--- src/rtl/keypad_scanner.sv ---
// keypad_scanner: 4x4 matrix keypad scanner with debounce, emitting one ASCII code per press
module keypad_scanner #(
  parameter int DIVISOR  = 50000,
  parameter int DEBOUNCE = 10
) (
  input  logic       clk,
  input  logic       rst_n,
  input  logic [3:0] col_sense,
  output logic [3:0] row_drive,
  output logic [7:0] key_code,
  output logic       key_valid,
  output logic       key_held
);
  localparam int DW = $clog2(DIVISOR);
  localparam int CW = $clog2(DEBOUNCE + 1);
  localparam logic [DW-1:0] DIV_MAX = DW'(DIVISOR - 1);
  localparam logic [CW-1:0] DB = CW'(DEBOUNCE);
  // byte {row,col} of this string is the key at that position; index 0 is the last character
  localparam logic [127:0] KEYMAP = "D#0*C987B654A321";
  typedef enum logic [1:0] {SCAN, DEB, HELD, REL} state_t;
  state_t        state_q;
  logic [3:0]    s1_q, col_s_q;
  logic [DW-1:0] div_q, div_d;
  logic [CW-1:0] cnt_q, cnt_d;
  logic [1:0]    row_q, col_q, sel, acc_col;
  logic [7:0]    key_code_q;
  logic          key_valid_q, key_held_q;
  logic          tick, present, released, cap_low, accept, drop;
  always_comb begin
    tick     = div_q == DIV_MAX;
    div_d    = tick ? '0 : div_q + 1'b1;
    present  = ~&col_s_q;
    released = &col_s_q;
    sel      = ~col_s_q[0] ? 2'd0 : ~col_s_q[1] ? 2'd1 : ~col_s_q[2] ? 2'd2 : 2'd3;
    cnt_d    = (cnt_q == DB) ? cnt_q : cnt_q + 1'b1;
    cap_low  = ~col_s_q[col_q];
    acc_col  = (state_q == SCAN) ? sel : col_q;
    accept   = tick & (((state_q == SCAN) & present & (DEBOUNCE == 1)) |
                       ((state_q == DEB) & cap_low & (cnt_d == DB)));
    drop     = tick & released & (((state_q == HELD) & (DEBOUNCE == 1)) |
                                  ((state_q == REL) & (cnt_d == DB)));
  end
  always_ff @(posedge clk) begin
    if (!rst_n) begin
      state_q     <= SCAN;
      s1_q        <= 4'hF;
      col_s_q     <= 4'hF;
      div_q       <= '0;
      cnt_q       <= '0;
      row_q       <= 2'd0;
      col_q       <= 2'd0;
      key_code_q  <= 8'h00;
      key_valid_q <= 1'b0;
      key_held_q  <= 1'b0;
    end else begin
      s1_q        <= col_sense;
      col_s_q     <= s1_q;
      div_q       <= div_d;
      key_valid_q <= accept;
      if (accept) begin
        key_code_q <= KEYMAP[{row_q, acc_col, 3'b000} +: 8];
        key_held_q <= 1'b1;
      end else if (drop) begin
        key_held_q <= 1'b0;
      end
      if (tick) begin
        case (state_q)
          SCAN: if (present) begin
            col_q   <= sel;
            cnt_q   <= CW'(1);
            state_q <= (DEBOUNCE == 1) ? HELD : DEB;
          end else begin
            row_q <= row_q + 2'd1;
          end
          DEB: if (cap_low) begin
            cnt_q <= cnt_d;
            if (cnt_d == DB) state_q <= HELD;
          end else begin
            state_q <= SCAN;
            row_q   <= row_q + 2'd1;
          end
          HELD: if (released) begin
            cnt_q <= CW'(1);
            if (DEBOUNCE == 1) begin
              state_q <= SCAN;
              row_q   <= row_q + 2'd1;
            end else begin
              state_q <= REL;
            end
          end
          REL: if (!released) begin
            state_q <= HELD;
          end else begin
            cnt_q <= cnt_d;
            if (cnt_d == DB) begin
              state_q <= SCAN;
              row_q   <= row_q + 2'd1;
            end
          end
          default: state_q <= SCAN;
        endcase
      end
    end
  end
  assign row_drive = ~(4'b0001 << row_q);
  assign key_code  = key_code_q;
  assign key_valid = key_valid_q;
  assign key_held  = key_held_q;
endmodule
--- config.mk ---
export PLATFORM = sky130hd
export DESIGN_NAME = keypad_scanner
export DESIGN_NICKNAME = d
export VERILOG_FILES = /design/src/rtl/keypad_scanner.sv
export SDC_FILE = /design/constraint.sdc
export NUM_CORES = 1
export LEC_CHECK = 0
export CAP_MARGIN = 40
export CORE_MARGIN = 3
export CORE_UTILIZATION = 52
export DETAILED_ROUTE_END_ITERATION = 10
export PLACE_DENSITY_LB_ADDON = 0.12
export SYNTH_ARGS = -nofsm -noshare
export SYNTH_HDL_FRONTEND = slang
export SYNTH_SLANG_ARGS = --single-unit
--- constraint.sdc ---
create_clock -name clk -period 2 [get_ports clk]
set_input_delay 0.4 -clock clk [delete_from_list [all_inputs] [get_ports clk]]
set_output_delay 0.4 -clock clk [all_outputs]
set_load 0.02 [all_outputs]
==> summary.txt <==
Outcome
  – Status: finished clean

Place
  – HPWL after detailed placement: 3640 um
  – Worst slack, placed: -0.0611 ns
  – Placed Cells: 336
  – Placer Congestion: 0.808
  – # port buffers: 18

Pwr
  – Pwr dens: 529 nW/um^2
  – Static leakage: between 1 and 1.5 nW
  – Worst vdd ir: 518 uV

Clock network
  – Clk Latency, worst-skew pair: 0.29 ns
  – H-tree Lvls: 2
  – CTS Root Cell: clkbuf_8
  – CTS tree: built
  – Max Buffers Root-to-Sink: 2
  – TritonCTS Buffers: 5
  – CTS sink count: 43
  – Clock-pin slew on the worst setup and hold paths: 0.08 ns

Finish
  – Ant. Diodes: 0
  – Nets: between 300 and 400
  – Fin util: 68.6%
  – Area of the multi-input gates: approximately 1400 um^2
  – Seq. cell area: between 800 and 900 um^2
  – Layout Area Growth over Synthesis: 22.5%
  – Fillers: between 300 and 400
  – Final Instance Count excl. Fillers: ~350
  – Share of cells above drive strength 1: between 10% and 20%

Hold path
  – HP Class: reg2reg

Critical path
  – CP Data Required Time: approximately 2.2 ns
  – Worst path slowest cell: mux4_2
  – Critical path startpoint category: flip-flop
  – Worst setup path class: reg2reg
  – WP buf/inv: 1
  – Crit path max-delay family: multiplexers
  – Worst setup EP type: flip-flop
  – Critical-path cell list: mux4_2 -> or2_4 -> a2111oi_4 -> buf_4 -> mux2i_1 -> nor2_1
  – Critical path peak fanout: 5
  – WP data arrival: between 2 and 2.5 ns
  – CP max stage delay: around 0.55 ns

Route
  – Iteration-0 DRC Markers: 129
  – Vias/cell: 5.62
  – TritonRoute pass-1 iters: 4
  – Vias: around 1900
  – Final wirelength: roughly 4900 um
  – DR DRC count: 0
  – Wire per inst: between 10 and 15 um
  – ANT nets after route: 0

Yosys
  – Sequential element share of the synthesized area: between 30% and 40%
  – Distinct cells, synth: 55
  – Mapped Area: around 2300 um^2
  – Synth Net Count: around 280
  – Synth top area share: ~37%
  – #FFs+latches synth: 43
  – Mean area per synthesized cell: between 9 and 10 um^2
  – Commonest cells in the netlist: dfxtp_1, nor2_1, nand2_1
  – Synth Flop Type: dfxtp_1
  – FFs w/ async S/R, synth: 0%
  – EDFF count, synth: 0
  – Mapped Cells: 258
  – Dominant cell type by area after synthesis: dfxtp_1
  – Synth area leaders: dfxtp_1, ha_1, mux2i_1
  – Count leader, synth: dfxtp_1
  – Syn. warnings: 0

Die
  – Die Y: about 73 um
  – Ports: 20
  – Row count: 23
  – Die ar.: between 5000 and 6000 um^2
  – Initial core utilization: 56.0%
  – Core area: between 4000 and 5000 um^2
  – Die extent in x: roughly 73 um

Run
  – MaxCap Viol Count: 0

GRT
  – Grt ovf: 0
  – Tot GR Track Use: 19.8%
  – First-pass GRT wire length: 8290 um
  – Largest net degree at the start of global routing: 15
  – Initial antenna violation count: 0
  – Number of global-route vias before repair: roughly 1900

STA
  – Final hold vios: 0
  – RSZ-0062 raised after global routing: yes
  – Fin crit share: a little under 100%
  – Slew Viols, Final: 0
  – Clk_skew: just under 0.006 ns
  – # setup viols final: 0
  – Tmin final: between 1.5 and 2 ns
  – Fmax: approximately 0.51 GHz
  – Worst Slack Setup Final: 0.0441 ns
routing by layer:
metal	wire length (um)	vias to the layer above	track usage, %	part of all wire (%)
met5	0	-	0	0
li1	-	990	-	-
met4	75	0	6.97	1.5
met1	2250	909	24.7	46
met3	175	8	3.31	3.5
met2	2440	36	34.3	49
logic make-up (layout without fill, tap and decap cells):
group,after synthesis,after routing,share of synthesized area (%)
AOI/OAI and AO/OA,44,44,15.0
xor gates and xnor gates,12,12,4.49
adders and majority gates,12,12,6.42
buffers and inverters,25,63,4.28
DFF,43,43,36.8
muxes,14,14,6.58
other,1,1,0.160
and+or+nand+nor,107,107,26.3
where the power goes:
part / leakage, nW / internal (mW) / switching (mW)
clock network: 0.0440 / 0.239 / 0.294
logic: 0.677 / 0.0489 / 0.0557
registers: 0.351 / 0.866 / 0.0104
flip-flops by register name (all words and copies together), names as in the netlist, 2 cells and up:
signal / cells
s1_q: 4
cnt_q: 4
col_s_q: 4
col_q: 2
key_code: 7
row_q: 2
state_q: 2
div_q: 16
layout by cell type, fill, tap and decap left out, drive strengths merged, types with 3 or more instances in the layout:
| master | count |
|---|---|
| a2111oi | 3 |
| a211oi | 4 |
| a21oi | 15 |
| and2 | 5 |
| and3 | 3 |
| and4 | 3 |
| buf | 25 |
| clkbuf | 5 |
| clkdlybuf4s50 | 14 |
| clkinv | 3 |
| dfxtp | 43 |
| dlygate4sd2 | 4 |
| ha | 12 |
| inv | 12 |
| mux2i | 12 |
| nand2 | 15 |
| nand2b | 12 |
| nand3 | 9 |
| nand4 | 6 |
| nor2 | 28 |
| nor3 | 6 |
| o21ai | 6 |
| or3 | 3 |
| xnor2 | 6 |
| xor2 | 6 |
what timing repair did:
action | in CTS | in global routing
hold buffers | 0 | 0
pin swaps | 1 | 5
setup endpoints to repair | 11 | 15
gates resized for setup | 7 | 18
setup buffers | 1 | 2
per-stage QoR:
step	cell area, um^2	setup TNS, ns	hold slack [ns]	power, mW
4_1_cts	2790	0	0.414	1.53
5_1_grt	2860	-0.0921	0.429	1.58
3_3_place_gp	2700	-0.0414	0.390	1.00
3_5_place_dp	2700	-0.233	0.395	1.00
2_1_floorplan	2340	0	0.386	0.962
6_report	2860	0	0.410	1.51
path summary, 6_finish.rpt:
check | start | endpoint | slack (ns) | depth (start not counted)
min reg2reg | s1_q[1] | col_s_q[1] | 0.41 | 1
min | s1_q[1] | col_s_q[1] | 0.41 | 1
max reg2reg | col_q[1] | key_code[2] | 0.04 | 6
max | col_q[1] | key_code[2] | 0.04 | 6
final cells by class:
| cell class | count | share of cell area [%] |
|---|---|---|
| multi-input cells | 190 | 49.8 |
| flip-flops and latches | 43 | 30.6 |
| repair buffers | 43 | 12.8 |
| clock buffers | 5 | 2.40 |
| well taps | 50 | 2.18 |
| inverters | 13 | 1.75 |
| clock inverters | 2 | 0.481 |
No activity file was read; power rests on OpenSTA's default activity.
